**src/rtl/control_sequencer.sv**
```systemverilog
// Microcoded-style control sequencer for a small accumulator CPU: a six-state
// T-state ring plus a terminal HALT state, with free-run and single-step modes.
module control_sequencer #(
    parameter logic [3:0] OP_LDA = 4'h0,
    parameter logic [3:0] OP_ADD = 4'h1,
    parameter logic [3:0] OP_SUB = 4'h2,
    parameter logic [3:0] OP_OUT = 4'hE,
    parameter logic [3:0] OP_HLT = 4'hF
) (
    input  logic       clk,
    input  logic       rst,
    input  logic       run,
    input  logic       step,
    input  logic [3:0] opcode,
    output logic       pc_en,
    output logic       pc_inc,
    output logic       mar_load,
    output logic       mem_en,
    output logic       ir_load,
    output logic       ir_en,
    output logic       a_load,
    output logic       a_en,
    output logic       b_load,
    output logic       alu_sub,
    output logic       alu_en,
    output logic       out_load,
    output logic       halted,
    output logic [2:0] tstate,
    output logic [7:0] instr_count
);

    typedef enum logic [2:0] {
        T1   = 3'd0,
        T2   = 3'd1,
        T3   = 3'd2,
        T4   = 3'd3,
        T5   = 3'd4,
        T6   = 3'd5,
        HALT = 3'd7
    } state_t;

    typedef struct packed {
        logic pc_en;
        logic pc_inc;
        logic mar_load;
        logic mem_en;
        logic ir_load;
        logic ir_en;
        logic a_load;
        logic a_en;
        logic b_load;
        logic alu_sub;
        logic alu_en;
        logic out_load;
    } ctrl_t;

    state_t state;
    logic   step_prev;
    logic   step_rise;
    logic   adv;
    ctrl_t  ctrl;

    // A step edge while run is high still yields a single advance, since adv is an OR.
    assign step_rise = step & ~step_prev;
    assign adv       = run | step_rise;

    // NOTE: every register here uses non-blocking assignment so all state
    // updates see the pre-edge values regardless of statement order.
    always_ff @(posedge clk or posedge rst) begin
        if (rst) begin
            state       <= T1;
            step_prev   <= 1'b0;
            instr_count <= 8'h00;
        end else begin
            step_prev <= step;
            if (adv) begin
                case (state)
                    T1:      state <= T2;
                    T2:      state <= T3;
                    T3:      state <= T4;
                    T4:      state <= (opcode == OP_HLT) ? HALT : T5;
                    T5:      state <= T6;
                    T6: begin
                        state <= T1;
                        if (instr_count != 8'hFF)
                            instr_count <= instr_count + 8'h01;
                    end
                    HALT:    state <= HALT;
                    default: state <= T1;
                endcase
            end
        end
    end

    // NOTE: ctrl is cleared at the top of the block so every path assigns it
    // and no latch is inferred for the control strobes.
    always_comb begin
        ctrl = '0;
        if (adv && !rst) begin
            case (state)
                T1: begin
                    ctrl.pc_en    = 1'b1;
                    ctrl.mar_load = 1'b1;
                end
                T2: ctrl.pc_inc = 1'b1;
                T3: begin
                    ctrl.mem_en  = 1'b1;
                    ctrl.ir_load = 1'b1;
                end
                T4: begin
                    if (opcode == OP_LDA || opcode == OP_ADD || opcode == OP_SUB) begin
                        ctrl.ir_en    = 1'b1;
                        ctrl.mar_load = 1'b1;
                    end else if (opcode == OP_OUT) begin
                        ctrl.a_en     = 1'b1;
                        ctrl.out_load = 1'b1;
                    end
                    ctrl.alu_sub = (opcode == OP_SUB);
                end
                T5: begin
                    if (opcode == OP_LDA) begin
                        ctrl.mem_en = 1'b1;
                        ctrl.a_load = 1'b1;
                    end else if (opcode == OP_ADD || opcode == OP_SUB) begin
                        ctrl.mem_en = 1'b1;
                        ctrl.b_load = 1'b1;
                    end
                    ctrl.alu_sub = (opcode == OP_SUB);
                end
                T6: begin
                    if (opcode == OP_ADD || opcode == OP_SUB) begin
                        ctrl.alu_en = 1'b1;
                        ctrl.a_load = 1'b1;
                    end
                    ctrl.alu_sub = (opcode == OP_SUB);
                end
                default: ctrl = '0;
            endcase
        end
    end

    assign pc_en    = ctrl.pc_en;
    assign pc_inc   = ctrl.pc_inc;
    assign mar_load = ctrl.mar_load;
    assign mem_en   = ctrl.mem_en;
    assign ir_load  = ctrl.ir_load;
    assign ir_en    = ctrl.ir_en;
    assign a_load   = ctrl.a_load;
    assign a_en     = ctrl.a_en;
    assign b_load   = ctrl.b_load;
    assign alu_sub  = ctrl.alu_sub;
    assign alu_en   = ctrl.alu_en;
    assign out_load = ctrl.out_load;

    assign halted = (state == HALT);
    assign tstate = state;

endmodule

```
**config.mk**
```make
export PLATFORM = sky130hd
export DESIGN_NAME = control_sequencer
export DESIGN_NICKNAME = d
export VERILOG_FILES = /design/src/rtl/control_sequencer.sv
export SDC_FILE = /design/constraint.sdc
export NUM_CORES = 1
export LEC_CHECK = 0
export CAP_MARGIN = 10
export CORE_UTILIZATION = 35
export DETAILED_ROUTE_END_ITERATION = 7
export PLACE_DENSITY_LB_ADDON = 0.25
export SLEW_MARGIN = 5
export SYNTH_ARGS = -nofsm -noshare
export SYNTH_HDL_FRONTEND = slang
export SYNTH_SLANG_ARGS = --single-unit
```
**constraint.sdc**
```tcl
create_clock -name clk -period 3.5 [get_ports clk]
set_input_delay 1.05 -clock clk [delete_from_list [all_inputs] [get_ports clk]]
set_output_delay 1.05 -clock clk [all_outputs]
set_load 0.02 [all_outputs]
```
==> flow_metrics.py <==
metrics = {
    "outcome": {
        "outcome": "completed",
    },
    "clocking": {
        "cts_root_buf": "clkbuf_4",
        "htreeDepth": 1,
        "post_cts.repair.setup_buffers": 0,
        "clk_latency_ns": 0.27,
        "clockBufferDepth": 2,
        "cts_tree": "built",
        "clock_sinks": 12,
        "clkTransAtPathRegs_ns": 0.07,
        "numCtsBuffers": 3,
    },
    "critical_path": {
        "reg2reg_from": "tstate[1]",
        "required_ns": 2.45,
        "startpoint_type": "input pin",
        "worst-endpoint-arrival_ns": 2.21,
        "crit_chain": "dlymetal6s2s_1, and2b_2, o211ai_1, nor3b_1, clkdlybuf4s15_1",
        "crit_path_top_delay_cell": "o211ai_1",
        "reg2reg_slack_ns": 1.79,
        "crit_path_end": "ir_en",
        "critPathMaxStageDelay_ns": 0.39,
        "startpoint": "step",
        "reg2regPathDepth": 4,
        "cp_num_cells": 5,
        "worst-path-buf-inv": 2,
        "crit_path_end_kind": "primary output",
        "crit_type": "in2out",
        "r2r-end": "instr_count[1]",
        "crit_fanout": 5,
        "cp_top_family": "buffers and inverters",
    },
    "synthesis": {
        "synth_cell_type_count": 35,
        "synth_edf_count": 0,
        "synth_top_cell_area_share_pct": 36.4,
        "syn_area_um2": 826,
        "syn-num-nets": 104,
        "synth-main-ff-cell": "dfrtp_1",
        "yosysMostFrequentCell": "nor2_1",
        "yosysWarnings": 0,
        "yosys.area.top_type": "dfrtp_1",
        "ys_seq_area_share_pct": 36.4,
        "synth_common_cells": "nor2_1, dfrtp_1, o21ai_0",
        "synthTopCellsByArea": "dfrtp_1, nor2_1, o21ai_0, mux2_2, nand2b_1",
        "async_flop_share_pct": 100,
        "syn_avg_cell_area_um2": 8.69,
        "synthCells": 95,
        "ys_seq_elements": 12,
    },
    "power_and_ir_drop": {
        "p_per_area_mw_per_mm2": 564,
        "power_leakage_nw": 0.601,
        "total_power_mw": 0.743,
        "ir_drop_mv": 0.595,
    },
    "place": {
        "routabilityCongestion": 0.808,
        "numPortBuffers": 31,
        "dp_hpwl_um": 1500,
        "dpl_cell_area_mm2": 0.00122,
    },
    "global_route": {
        "grt_max_degree": 17,
        "grt_use_total_pct": 16.9,
        "grt-ovfl-total": 0,
        "antenna_found_initial": 0,
        "grt_first_pass_wirelength_um": 3280,
        "grt_pass1_vias": 763,
    },
    "layout": {
        "syn2layout_area_growth_pct": 59.5,
        "nNetsFinal": 146,
        "seqCellArea_um2": 300,
        "nFillCells": 197,
        "fin_area_mm2": 0.00132,
        "multiInputGateArea_um2": 556,
        "antennaDiodeCount": 0,
        "drive_gt1_share_pct": 33.1,
    },
    "timing": {
        "fin_worst_skew_ns": 0.00655,
        "max_slew_margin_pct": 66.4,
        "fmax_mhz": 307,
        "setup_viol": 0,
        "rsz0062_at_grt": "false",
        "hold_violations": 0,
        "period_needed_ns": 3.26,
        "period_share_pct": 93.2,
        "tightestPinTransition_ns": 0.504,
        "slew_violations": 0,
    },
    "die": {
        "ios": 32,
        "num_rows": 17,
        "core_mm2": 0.00221,
        "die_h_um": 50.6,
        "die-width_um": 50.6,
        "initial_core_util_pct": 37.3,
        "die-area_mm2": 0.00256,
    },
    "routing": {
        "ant_nets": 0,
        "wl_per_cell_um": 12.4,
        "wirelength_um": 2040,
        "vias": 827,
        "drt_pre_antenna_iters": 4,
        "drt_iter0_drc": 15,
        "viasPerCell": 5.04,
        "drc": 0,
    },
    "job": {
        "drv_cap": 0,
    },
    "hold_path": {
        "hold_path.class": "reg2reg",
    },
}
## kinds of logic after synthesis
group	synth area share, %
and+or+nand+nor	31.8
muxes	9.09
buffers and inverters	3.18
AOI/OAI and AO/OA	15.9
DFF	36.4
adders and majority gates	1.51
xor gates and xnor gates	2.12
## routing by layer
metal	GRT usage, %	part of all wire (%)	vias to the layer above
li1	-	-	421
met1	20.7	45	380
met2	29.6	49	24
met3	5.76	5.6	2
met4	1.39	0.15	0
met5	0	0	-
## cells in the final DEF, fill, tap and decap left out, types with 2 or more instances in the layout
| cell type | netlist | final |
|---|---|---|
| nand2b_1 | 5 | 4 |
| clkdlybuf4s50_1 | 0 | 12 |
| nor2b_1 | 2 | 2 |
| nor2_1 | 13 | 12 |
| clkbuf_4 | 0 | 3 |
| nor3_1 | 5 | 4 |
| clkdlybuf4s15_2 | 0 | 3 |
| nand3_1 | 5 | 5 |
| a21oi_1 | 5 | 5 |
| mux2_4 | 2 | 2 |
| buf_4 | 1 | 10 |
| nand2_1 | 6 | 6 |
| buf_6 | 0 | 2 |
| inv_1 | 3 | 3 |
| mux2_2 | 3 | 3 |
| dfrtp_1 | 12 | 12 |
| dlymetal6s2s_1 | 0 | 7 |
| clkdlybuf4s15_1 | 0 | 2 |
| nor3_2 | 2 | 2 |
| o21ai_0 | 8 | 8 |
| buf_2 | 0 | 4 |
## repair_timing
action,in CTS,in global routing
hold buffers,0,0
pin swaps,0,5
gates resized for setup,53,18
setup endpoints to repair,12,12
## stage by stage
stage	hold slack, ns	std cells	utilization, %	setup TNS, ns	worst slack, ns
after floorplan	0.652	95	-	0	0.0368
after global placement	0.561	160	55.3	-4.41	-0.503
after detailed placement	0.567	160	55.3	-4.75	-0.536
after CTS	0.584	164	57.0	-0.0509	-0.0441
after global routing	0.611	164	59.6	0	0.165
final	0.579	164	59.6	0	0.238
## state kept, by name, indices dropped and copies added (netlist names)
signal and cells:
instr_count 8, step_prev 1, tstate 3
## worst min path at each step
stage                    from             end  slack, ns  depth (start not counted)
2_1_floorplan  instr_count[0]  instr_count[0]       0.65                          1
3_3_place_gp   instr_count[0]  instr_count[0]       0.56                          1
3_5_place_dp   instr_count[7]  instr_count[7]       0.57                          1
4_1_cts        instr_count[0]  instr_count[0]       0.58                          1
5_1_grt        instr_count[7]  instr_count[7]       0.61                          1
6_report       instr_count[0]  instr_count[0]       0.58                          1
## cell type report
cell class	instances	share of cell area [%]
clock buffers	4	2.75
inverters	3	0.855
multi-input cells	77	42.2
flip-flops and latches	12	22.8
well taps	28	2.66
repair buffers	40	28.8
## power by group
| group | leakage (nW) | internal [mW] | switching [mW] |
|---|---|---|---|
| Sequential | 0.154 | 0.178 | 0.0918 |
| Combinational | 0.426 | 0.179 | 0.186 |
| Clock | 0.0210 | 0.0632 | 0.0449 |
| Total | 0.601 | 0.420 | 0.323 |
No activity file was read; power rests on OpenSTA's default activity.
